**config.mk**
```make
export PLATFORM = sky130hd
export DESIGN_NAME = alu_issue_unit
export DESIGN_NICKNAME = d
export VERILOG_FILES = /design/src/rtl/alu_issue_unit.sv
export SDC_FILE = /design/constraint.sdc
export NUM_CORES = 1
export LEC_CHECK = 0
export ABC_CLOCK_PERIOD_IN_PS = 4900
export CAP_MARGIN = 25
export CORE_UTILIZATION = 25
export DETAILED_ROUTE_END_ITERATION = 6
export PLACE_DENSITY = 0.62
export SYNTH_ARGS = -nofsm -noshare
export SYNTH_HDL_FRONTEND = slang
export SYNTH_SLANG_ARGS = --single-unit
```
**constraint.sdc**
```tcl
create_clock -name clk -period 4.9 [get_ports clk]
set_input_delay 0.98 -clock clk [delete_from_list [all_inputs] [get_ports clk]]
set_output_delay 0.98 -clock clk [all_outputs]
set_load 0.1 [all_outputs]
```
**src/rtl/alu_issue_unit.sv**
```systemverilog
// alu_issue_unit: issues the lowest-index ready ALU station entry, executes it in one cycle
// and holds the result on the CDB until the arbiter grants it.
module alu_issue_unit #(
  parameter int num_rs = 4,
  parameter int data_width = 16,
  parameter int tag_width = 3
) (
  input  logic                           clk,
  input  logic                           flush,
  input  logic [num_rs-1:0]              rs_busy,
  input  logic [num_rs-1:0]              rs_Vj_valid,
  input  logic [num_rs-1:0]              rs_Vk_valid,
  input  logic [num_rs*data_width-1:0]   rs_Vj,
  input  logic [num_rs*data_width-1:0]   rs_Vk,
  input  logic [num_rs*4-1:0]            rs_op,
  input  logic [num_rs*tag_width-1:0]    rs_dest,
  output logic [num_rs-1:0]              issue_clr,
  output logic                           cdb_req,
  input  logic                           cdb_grant,
  output logic [tag_width-1:0]           cdb_tag,
  output logic [data_width-1:0]          cdb_value,
  output logic                           unit_busy
);
  typedef enum logic [1:0] {IDLE, EXEC, BCAST} state_t;
  state_t state;
  logic [3:0] ex_op, sel_op;
  logic [data_width-1:0] ex_vj, ex_vk, sel_vj, sel_vk, result;
  logic [tag_width-1:0] ex_dest, sel_dest;
  logic [num_rs-1:0] ready, first;
  logic issue;
  assign ready = rs_busy & rs_Vj_valid & rs_Vk_valid;
  // two's-complement trick isolates the lowest set bit as a one-hot select
  assign first = ready & (~ready + num_rs'(1));
  assign issue = !flush && |ready && (state == IDLE || (state == BCAST && cdb_grant));
  assign issue_clr = issue ? first : '0;
  assign unit_busy = state != IDLE;
  assign result = ex_op == 4'b0001 ? ex_vj + ex_vk :
                  ex_op == 4'b0101 ? ex_vj & ex_vk :
                  ex_op == 4'b1001 ? ~ex_vj : ex_vk;
  always_comb begin
    sel_vj = '0;
    sel_vk = '0;
    sel_op = '0;
    sel_dest = '0;
    for (int i = 0; i < num_rs; i++) begin
      sel_vj = sel_vj | ({data_width{first[i]}} & rs_Vj[i*data_width +: data_width]);
      sel_vk = sel_vk | ({data_width{first[i]}} & rs_Vk[i*data_width +: data_width]);
      sel_op = sel_op | ({4{first[i]}} & rs_op[i*4 +: 4]);
      sel_dest = sel_dest | ({tag_width{first[i]}} & rs_dest[i*tag_width +: tag_width]);
    end
  end
  always_ff @(posedge clk) begin
    if (flush) begin
      state <= IDLE;
      ex_op <= '0;
      ex_vj <= '0;
      ex_vk <= '0;
      ex_dest <= '0;
      cdb_req <= 1'b0;
      cdb_tag <= '0;
      cdb_value <= '0;
    end else if (issue) begin
      ex_op <= sel_op;
      ex_vj <= sel_vj;
      ex_vk <= sel_vk;
      ex_dest <= sel_dest;
      cdb_req <= 1'b0;
      state <= EXEC;
    end else if (state == EXEC) begin
      cdb_value <= result;
      cdb_tag <= ex_dest;
      cdb_req <= 1'b1;
      state <= BCAST;
    end else if (state == BCAST && cdb_grant) begin
      cdb_req <= 1'b0;
      state <= IDLE;
    end
  end
endmodule

```
==> reports/qor.yml, run 1 <==
grt:
  grt_usage_pct: 19.43
  grtUsageMet3_pct: 4.176
  met2_usage_pct: 31.64
  grt_util_met1_pct: 25.49
  grt_max_degree: 66
  grt_pass1_wl_microns: 27990
  grt_pass1_vias: 5307
  busiest_layer: "met2"
  gr-total-overflow: 0
  grt_antenna_before_repair: 0
clock_network:
  path_clk_slew_ns: 0.05
  root_buffer: "clkbuf_16"
  cts.repair.resized: 0
  cts_buffer_depth: 2
  cts_sinks: 60
  postCtsSetupRepairBufs: 0
  h-tree-depth: 3
  cts_buffers: 9
  clk_latency_ns: 0.33
  cts_hold_buffers: 0
  cts_tree: "done"
synthesis:
  synth.net_count: 852
  synth-seq-cells: 60
  yosysSeqAreaShare_pct: 26.64
  synth.distinct_cells: 47
  avgSynthCellArea_sq_um: 6.791
  synth_edf_count: 0
  async_flop_share_pct: 0
  synthCells: 664
  netlist_area_sq_um: 4509
  synth_warnings: 0
  yosys_most_used_dff: "dfxtp_1"
sta:
  fin_crit_sh_pct: 78.66
  period_needed_ns: 3.854
  tns_ns: 0
  skew_ns: 0.005718
  setup_viol: 0
  drv_slew: 0
  rsz0062_at_grt: "no"
  tightest_slew_ns: 0.9938
  finalHoldViolCount: 0
  max_freq_mhz: 259.5
  slew_headroom_pct: 33.54
final_layout:
  drive_gt1_share_pct: 5.187
  fin_nets: 1012
  layout_commonest_cell: "clkdlybuf4s50_1"
  final_cell_mix: "clkdlybuf4s50_1 (190), a21oi_1 (115), nor2_1 (107)"
  synthToLayoutAreaGrowth_pct: 52.69
  diodes: 0
worst_setup_path:
  cpMaxStageDelayCell: "and3_1"
  cp_common_cell: "nand2_1"
  cp_cell_sequence: "clkdlybuf4s50_1, and3_1, nor3_1, nand2_1, nand2_1, nor3b_2, buf_12"
  slowest_delay_ns: 0.58
  path_buf_inv: 2
  cp_data_arrival_time_ns: 2.87
  start_kind: "input port"
  cp_top_family: "simple AND/OR/NAND/NOR gates"
  crit_required_ns: 3.92
  critPathKind: "in -> out"
  worstSetupEndpointType: "output pin"
  cp_max_fo: 12
floorplanning:
  initial_core_util_pct: 25.80
  dieArea_sq_um: 18580
  core-area_sq_um: 17480
  row_count: 48
  dieWidth_microns: 136.3
  ios: 196
  die_height_microns: 136.3
power_and_ir_drop:
  leakagePower_nw: 2.486
  power.density_nw_per_um2: 275.7
  finalPower_mw: 1.898
  vdd_drop_max_mv: 0.1525
detailed_routing:
  wl_per_cell_microns: 16.47
  viasPerCell: 5.120
  postRouteAntennaNets: 0
  drc_errors: 0
  routed_wl_microns: 17360
  drtIter0Drc: 300
  dr.pass1.iters: 5
  route.vias.total: 5396
placement:
  io_buffers: 195
  place_hpwl_microns: 13470
  place_congestion: 0.8705
min_path:
  hp-class: "reg -> reg"
outcome:
  status: "completed"
job:
  cap_violations: 0
final timing paths:
| path | slack [ns] | to | cells past startpoint | start |
|---|---|---|---|---|
| max | 1.05 | issue_clr[3] | 7 | rs_Vk_valid[1] |
| min | 0.45 | cdb_tag[2] | 2 | ex_dest[2] |
| max reg2reg | 2.52 | cdb_value[8] | 8 | ex_vj[0] |
| min reg2reg | 0.45 | cdb_tag[2] | 2 | ex_dest[2] |
worst min-delay path: stages (launching register included):
cell and delay, ns:
dfxtp_1 0.31, nand2_1 0.05, a21oi_1 0.05
registers in the layout (all words and copies together) (netlist names):
register	cells
cdb_value	16
ex_vj	16
ex_vk	16
ex_op	4
cdb_tag	3
ex_dest	3
cdb_req	1
state	1
power by group:
| part | switching [mW] | total, mW | internal [mW] | leakage [nW] |
|---|---|---|---|---|
| logic | 0.399 | 0.694 | 0.295 | 1.85 |
| registers | 0.0593 | 0.601 | 0.542 | 0.494 |
| clock network | 0.213 | 0.603 | 0.390 | 0.139 |
| total | 0.672 | 1.90 | 1.23 | 2.49 |
synth_stat cells (5+ instances only):
cell	instances	area [sq um]
nand3_1	47	235.2
ha_1	16	200.2
a211oi_1	44	330.3
buf_2	19	95.09
o21ai_0	35	175.2
a2111oi_0	5	43.79
clkbuf_1	33	123.9
xnor2_1	11	96.34
a221oi_1	7	61.31
a21oi_1	115	575.6
nand2_1	50	187.7
dfxtp_1	60	1201
nor2_1	107	401.6
nor3_1	50	250.2
final cells by class:
type | instances | area, sq um
clock buffers | 11 | 232.7
clock inverters | 5 | 52.55
fillers | 1836 | 10590
inverters | 4 | 15.01
multi-input cells | 540 | 3007
flip-flops and latches | 60 | 1201
well taps | 225 | 281.5
repair buffers | 209 | 2096
metrics by stage:
stage	hold slack (ns)	setup WS [ns]	std cells	utilization, %	area (sq um)
final	0.4497	1.046	1054	39.40	6885
after global routing	0.4647	0.9167	1054	39.40	6885
after CTS	0.4542	1.036	1053	39.33	6874
after detailed placement	0.4469	1.044	1037	37.70	6589
after global placement	0.4433	1.061	1037	37.70	6589
after floorplan	0.4323	0.3598	664	-	4514
logic make-up (layout without fill, tap and decap cells):
family	after synthesis	after routing	share of synthesized area, %
fa+ha+maj	17	17	4.883
flops	60	60	26.64
compound gates	231	231	31.02
buf+inv	64	229	6.992
xor+xnor	13	13	2.525
mux	2	2	0.4440
simple gates	277	277	27.50
per-layer routing:
| metal | wire length [microns] | up-vias |
|---|---|---|
| li1 | - | 2722 |
| met1 | 7847 | 2478 |
| met2 | 8175 | 179 |
| met3 | 1075 | 17 |
| met4 | 265 | 0 |
| met5 | 0 | - |
No activity file was read; power rests on OpenSTA's default activity.
==> inputs of run 2 (changes only) <==
--- a/config.mk
+++ b/config.mk
@@ -5,7 +5,7 @@
 export SDC_FILE = /design/constraint.sdc
 export NUM_CORES = 1
 export LEC_CHECK = 0
-export ABC_CLOCK_PERIOD_IN_PS = 4900
+export ABC_CLOCK_PERIOD_IN_PS = 3700
 export CAP_MARGIN = 25
 export CORE_UTILIZATION = 25
 export DETAILED_ROUTE_END_ITERATION = 6
==> constraint.sdc (replaced) <==
create_clock -name clk -period 3.7 [get_ports clk]
set_input_delay 0.74 -clock clk [delete_from_list [all_inputs] [get_ports clk]]
set_output_delay 0.74 -clock clk [all_outputs]
set_load 0.1 [all_outputs]
==> reports/qor.yml, run 2 (same netlist as run 1, synthesis figures left out) <==
outcome:
  status: "completed"
power_and_ir_drop:
  leakagePower_nw: 2.514  # +1.1%
  finalPower_mw: 2.445  # +29%
  vdd_drop_max_mv: 0.2453  # +61%
  power.density_nw_per_um2: 355.7  # +29%
final_layout:
  diodes: 0  # unchanged
  fin_util_pct: 39.34  # -0.057 points
  fin_nets: 1017  # +0.49%
  layout_commonest_cell: "clkdlybuf4s50_1"
  synthToLayoutAreaGrowth_pct: 52.47
  final_cell_mix: "clkdlybuf4s50_1 (181), a21oi_1 (115), nor2_1 (107)"
  final_area_sq_um: 6875  # -0.15%
  drive_gt1_share_pct: 6.963  # +1.8 points
  reg_top3: "cdb_value (16), ex_vj (16), ex_vk (16)"
clock_network:
  path_clk_slew_ns: 0.05  # about the same
  h-tree-depth: 3  # unchanged
  cts_tree: "done"
  root_buffer: "clkbuf_16"
  cts_buffers: 9  # unchanged
  cts.repair.resized: 0  # unchanged
  postCtsSetupRepairBufs: 0  # unchanged
  cts_buffer_depth: 2  # unchanged
  clk_latency_ns: 0.33  # about the same
  cts_hold_buffers: 0  # unchanged
  cts_sinks: 60  # unchanged
sta:
  skew_ns: 0.004329  # -0.001389 ns
  tightest_slew_ns: 1.002  # +0.007944 ns
  fin_crit_sh_pct: 85.53
  finalHoldViolCount: 0  # unchanged
  slew_headroom_pct: 33.01  # -0.53 points
  tns_ns: 0  # unchanged
  rsz0062_at_grt: "no"
  drv_slew: 0  # unchanged
  period_needed_ns: 3.165
  max_freq_mhz: 316.0
  hold_ws_ns: 0.4508  # +0.001131 ns
  setup_viol: 0  # unchanged
grt:
  grt_max_degree: 51  # -23%
  grtUsageMet3_pct: 4.698  # +0.52 points
  grt_antenna_before_repair: 0  # unchanged
  grt_pass1_vias: 5271  # -0.68%
  grt_usage_pct: 19.28  # -0.15 points
  busiest_layer: "met2"
  grt_pass1_wl_microns: 27660  # -1.2%
  grt_util_met1_pct: 24.26  # -1.2 points
  met2_usage_pct: 32.09  # +0.45 points
  gr-total-overflow: 0  # unchanged
min_path:
  min-delay-start: "cdb_tag[0]"
  hp-class: "reg -> reg"
floorplanning:
  initial_core_util_pct: 25.80  # unchanged
  core-area_sq_um: 17480  # unchanged
  dieArea_sq_um: 18580  # unchanged
  ios: 196  # unchanged
  dieWidth_microns: 136.3  # unchanged
  die_height_microns: 136.3  # unchanged
  row_count: 48  # unchanged
detailed_routing:
  dr.pass1.iters: 4  # -1
  drtIter0Drc: 264  # -12%
  drc_errors: 0  # unchanged
  viasPerCell: 5.100  # -0.38%
  wl_per_cell_microns: 16.67  # +1.2%
  routed_wl_microns: 17640  # +1.6%
  postRouteAntennaNets: 0  # unchanged
  route.vias.total: 5396  # unchanged
job:
  cap_violations: 0  # unchanged
placement:
  io_buffers: 195  # unchanged
  place_hpwl_microns: 13910  # +3.3%
  place_area_sq_um: 6616  # +0.42%
  place_congestion: 0.9090  # +4.4%
worst_setup_path:
  critPathKind: "in -> out"
  start_kind: "input port"
  cp-startpoint: "rs_busy[0]"
  crit_required_ns: 2.96  # -0.96 ns
  r2r_start: "ex_vj[0]"
  worstSetupEndpointType: "output pin"
  cp_data_arrival_time_ns: 2.42  # -0.45 ns
  cp_max_fo: 6  # -6
==> run 2: area by class of cell <==
cell class                 count  area [sq um]
clock inverter                 5         30.03
tap                          225         281.5
inverter                       4         15.01
sequential                    60          1201
multi-input combinational    540          3012
timing repair buffer         214          2107
fill                        1814         10600
clock buffer                  10         229.0
==> run 2: power by group <==
part / internal [mW] / leakage (nW) / switching (mW) / total, mW
logic: 0.390 / 1.90 / 0.535 / 0.925
clock network: 0.444 / 0.124 / 0.284 / 0.728
registers: 0.718 / 0.494 / 0.0751 / 0.793
==> run 2: critical path: stages <==
cell             delay (ns)
clkdlybuf4s50_1        0.51
and3_1                 0.37
nor3_1                 0.09
nand2_1                0.09
nand2_1                0.08
nor3b_2                0.32
buf_12                 0.22
==> run 2: path summary, 6_finish.rpt <==
check / endpoint / slack, ns / depth (start not counted)
min reg2reg: cdb_tag[0] / 0.45 / 2
max reg2reg: cdb_value[8] / 1.31 / 8
min: cdb_tag[0] / 0.45 / 2
max: issue_clr[3] / 0.54 / 7
==> run 2: routing by layer <==
metal | routed length [microns] | vias up
met5 | 0 | -
met4 | 344 | 0
met3 | 1183 | 20
met2 | 8297 | 205
met1 | 7813 | 2444
li1 | - | 2727
==> run 2: per-stage QoR <==
stage / worst slack (ns) / instances
final: 0.5353 / 1058
after global placement: 0.5181 / 1043
after CTS: 0.5179 / 1058
after detailed placement: 0.5182 / 1043
after floorplan: 0.1332 / 664
after global routing: 0.4835 / 1058
==> inputs of run 3 (changes only) <==
--- a/config.mk
+++ b/config.mk
@@ -7,6 +7,7 @@
 export LEC_CHECK = 0
 export ABC_CLOCK_PERIOD_IN_PS = 3700
 export CAP_MARGIN = 25
+export CORE_ASPECT_RATIO = 0.5
 export CORE_UTILIZATION = 25
 export DETAILED_ROUTE_END_ITERATION = 6
 export PLACE_DENSITY = 0.62
==> reports/qor.yml, run 3 (same netlist as run 1, synthesis figures left out) <==
sta:
  max_freq_mhz: 313.7  # -0.72%
  slew_headroom_pct: 33.19  # +0.19 points
  period_needed_ns: 3.188  # +0.02285 ns
  tns_ns: 0  # unchanged
  fin_crit_sh_pct: 86.15  # +0.62 points
  setup_viol: 0  # unchanged
  skew_ns: 0.005627  # +0.001298 ns
  tightest_slew_ns: 0.9990  # -0.002817 ns
  drv_slew: 0  # unchanged
  hold_ws_ns: 0.4508  # -0.00002800 ns
  rsz0062_at_grt: "no"
  finalHoldViolCount: 0  # unchanged
worst_setup_path:
  cp_max_fo: 10  # +4
  critPathKind: "in -> out"
  cp_common_cell: "nand2_1"
  path_buf_inv: 2  # unchanged
  cp_top_family: "simple AND/OR/NAND/NOR gates"
  cpMaxStageDelayCell: "clkdlybuf4s50_1"
  cp_cell_sequence: "clkdlybuf4s50_1, and3_1, nor3_1, nand2_1, nand2_1, nor3b_2, buf_12"
  start_kind: "input port"
  crit_required_ns: 2.96  # about the same
  worstSetupEndpointType: "output pin"
  cp_data_arrival_time_ns: 2.45  # +0.03 ns
  slowest_delay_ns: 0.48  # -0.03 ns
grt:
  grt_antenna_before_repair: 0  # unchanged
  gr-total-overflow: 0  # unchanged
  grt_pass1_wl_microns: 28820  # +4.2%
  grt_max_degree: 66  # +29%
  grt_pass1_vias: 5123  # -2.8%
  grt_usage_pct: 20.15  # +0.87 points
clock_network:
  cts_buffer_depth: 2  # unchanged
  cts_buffers: 9  # unchanged
  cts_hold_buffers: 0  # unchanged
  clk_latency_ns: 0.33  # about the same
  root_buffer: "clkbuf_16"
  path_clk_slew_ns: 0.05  # about the same
  cts.repair.resized: 0  # unchanged
  cts_tree: "done"
  h-tree-depth: 3  # unchanged
  postCtsSetupRepairBufs: 0  # unchanged
  cts_sinks: 60  # unchanged
power_and_ir_drop:
  leakagePower_nw: 2.528  # +0.55%
  vdd_drop_max_mv: 0.1794  # -27%
  power.density_nw_per_um2: 372.4  # +4.7%
placement:
  io_buffers: 195  # unchanged
  place_inst: 1049  # +0.58%
  place_hpwl_microns: 14300  # +2.8%
  place_congestion: 0.9199  # +1.2%
min_path:
  hp-class: "reg -> reg"
floorplanning:
  dieArea_sq_um: 18610  # +0.17%
  initial_core_util_pct: 25.73  # -0.074 points
  ios: 196  # unchanged
  dieWidth_microns: 191.9  # +41%
  core-area_sq_um: 17530  # +0.29%
  die_height_microns: 96.97  # -29%
  row_count: 34  # -29%
final_layout:
  reg_top3: "cdb_value (16), ex_vj (16), ex_vk (16)"
  diodes: 0  # unchanged
  fin_util_pct: 39.48  # +0.14 points
  drive_gt1_share_pct: 6.851  # -0.11 points
  fin_nets: 1015  # -0.20%
  layout_commonest_cell: "clkdlybuf4s50_1"
  fin_cells: 1066  # +0.76%
  final_cell_mix: "clkdlybuf4s50_1 (181), a21oi_1 (115), nor2_1 (107)"
  synthToLayoutAreaGrowth_pct: 53.47
detailed_routing:
  dr.pass1.iters: 5  # +1
  viasPerCell: 5.206  # +2.1%
  wl_per_cell_microns: 17.51  # +5.0%
  routed_wl_microns: 18670  # +5.8%
  drtIter0Drc: 365  # +38%
  postRouteAntennaNets: 0  # unchanged
  route.vias.total: 5550  # +2.9%
  drc_errors: 0  # unchanged
outcome:
  status: "completed"
job:
  cap_violations: 0  # unchanged
run 3: changes by cell type in the layout (fill, tap and decap cells not counted), sizes merged:
cell	change
bufinv	+1
clkbuf	+2
clkinvlp	-1
clkinv	-1
buf	-2
run 3: through the flow:
stage | setup WS, ns | area (sq um) | power, mW
after global routing | 0.4320 | 6920 | 2.717
after floorplan | 0.1332 | 4519 | 1.373
final | 0.5125 | 6920 | 2.577
after CTS | 0.5337 | 6909 | 2.584
after detailed placement | 0.5337 | 6605 | 1.731
after global placement | 0.5501 | 6605 | 1.723
run 3: worst register-to-register path: cells and delay by family, from the launching register on:
family / cells / cell delay, ns
flip-flops: 1 / 0.34
AND/OR/NAND/NOR: 2 / 0.24
AO/OA/AOI/OAI: 3 / 0.85
adder cells (fa/ha/maj): 2 / 0.70
XOR/XNOR: 1 / 0.09
run 3: worst paths after layout:
| check | startpoint | endpoint | slack (ns) | cells past startpoint |
|---|---|---|---|---|
| setup / recovery | rs_busy[1] | issue_clr[3] | 0.51 | 7 |
| hold / removal | cdb_tag[2] | cdb_tag[2] | 0.45 | 2 |
| setup reg to reg | ex_vk[0] | cdb_value[8] | 1.33 | 8 |
| hold reg to reg | cdb_tag[2] | cdb_tag[2] | 0.45 | 2 |
run 3: power breakdown:
group	switching [mW]	total, mW	leakage [nW]	internal (mW)
clock	0.293	0.848	0.149	0.555
combinational	0.545	0.933	1.89	0.389
sequential	0.0789	0.796	0.494	0.718
run 3: final cells by class:
class	instances	area, sq um
Inverter	4	15.01
Timing Repair Buffer	212	2096
Tap cell	234	292.8
Multi-Input combinational cell	540	3012
Clock buffer	12	256.5
Fill cell	1831	10610
Clock inverter	4	47.55
Sequential cell	60	1201
run 3: layer usage:
layer / part of all wire (%) / vias to the layer above / track usage, %
met1: 49 / 2597 / 29.73
met2: 43 / 201 / 29.85
met5: 0 / - / 0
met3: 6.6 / 20 / 3.882
li1: - / 2732 / -
met4: 1.3 / 0 / 4.274
==> RTL edit (flow settings as in run 2) <==
The parameter `tag_width` goes from 3 to 5.
--- a/src/rtl/alu_issue_unit.sv
+++ b/src/rtl/alu_issue_unit.sv
@@ -5,3 +5,3 @@
   parameter int data_width = 16,
-  parameter int tag_width = 3
+  parameter int tag_width = 5
 ) (
Interface: changed (resized cdb_tag and rs_dest); port bits go from 196 to 206. No check against the original RTL was run, so the function may have changed too.
==> RTL edit against run 2 <==
Synthesized cell count shrank 12%; wire length grew 0.81%; first-iteration DRC count shrank 0.38%; combinational power shrank 4.9%; critical path depth shrank 1; sequential cell count grew 4; global-route usage shrank 0.13 points; final area grew 2.6%; die area shrank 0.17%; clock power grew 21%; power grew 6.5%; synthesized area shrank 0.17%; worst setup slack gained 0.11 ns; largest cell class unchanged.
==> RTL edit: results (changes against run 2) <==
----------------------------------------------------
[Run status]
  Status ... complete, no violations (unchanged)

[Finish]
  Layout-stage area growth over the synthesis result ... 56.70% (was 52.47%)
  Non-clock inverter count in the final layout ... 5 (was 4)
  Layout clock area frac ... 4.346% (was 3.767%)
  Area of combinational cells with multiple inputs ... 2997 um2 (was 3012 um2)
  Non-clock buffer total of the final layout ... 217 (was 214)

[Worst hold path]
  Startpoint of the worst hold path ... ex_dest[3]$_SDFFE_PP0P_ (was cdb_tag[0]$_SDFFE_PP0P_)

[Critical path]
  Worst setup endpoint ... issue_clr[2] (was issue_clr[3])
  Crit-path max FO ... 3 (was 6)
  Critical R2R Launch ... ex_op[2]$_SDFFE_PP0P_ (was ex_vj[0]$_SDFFE_PP0P_)
  R2R depth ... 5 (was 8)
  Delay contributed by the slowest stage of the critical path ... 0.45 ns (was 0.51 ns)
  Top cell family by delay on the critical path ... buffers and inverters (was simple AND/OR/NAND/NOR gates)
  Worst setup slack for register-to-register paths ... 1.35 ns (was 1.31 ns)

[Detailed routing]
  Number of vias per cell after detailed routing ... 5.332 (was 5.100)
  WL met1 ... 8046 um (was 7813 um)
  Routed length on met2 ... 8375 um (was 8297 um)
  Wire length on met3 ... 1130 um (was 1183 um)

[Place]
  Post-DP Area ... 6748 um2 (was 6616 um2)
  GPL Wtd Cong ... 0.8869 (was 0.9090)
  HPWL after detailed placement ... 13760 um (was 13910 um)
  Buffers on Ports ... 205 (was 195)

[Global route]
  GR Util All Layers ... 19.15% (was 19.28%)

[STA]
  Period utilization ... 82.66% (was 85.53%)
  Transition time at the pin with the least slew margin ... 1.005 ns (was 1.002 ns)
  Final setup skew ... 0.005283 ns (was 0.004329 ns)

[Synth]
  Post-synthesis register bit count ... 64 (was 60)
  Post-synth cell types ... 59 (was 47)

[Power and ir drop]
  Switching power of the nets ... 0.9120 mW (was 0.8940 mW)
  P_leak ... 2.529 nW (was 2.514 nW)
  Power Combinational ... 0.880 mW (was 0.925 mW)

----------------------------------------------------
-- RTL edit: changes by cell type in the layout (fill, tap and decap cells not counted), sizes merged, moves of 7 or more --
| cell | run 2 | this run |
|---|---|---|
| a21oi | 116 | 38 |
| nand2 | 50 | 82 |
| clkdlybuf4s50 | 181 | 197 |
| a21o | 3 | 14 |
| o2111ai | 0 | 7 |
| buf | 33 | 20 |
| xnor2 | 11 | 2 |
| a221o | 1 | 42 |
| nor2 | 107 | 70 |
| nand3 | 48 | 10 |
| nor3 | 51 | 5 |
| o21ai | 38 | 60 |
| a311oi | 0 | 44 |
| a211oi | 46 | 5 |
-- RTL edit: logic make-up (layout without fill, tap and decap cells) --
logic type,Yosys count,after routing,synth area share (%)
AOI/OAI and AO/OA,242,242,39.66
xor gates and xnor gates,4,4,0.7784
adders and majority gates,17,17,4.892
buffers and inverters,55,238,5.503
DFF,64,64,28.46
muxes,4,4,0.8894
and+or+nand+nor,198,198,19.82
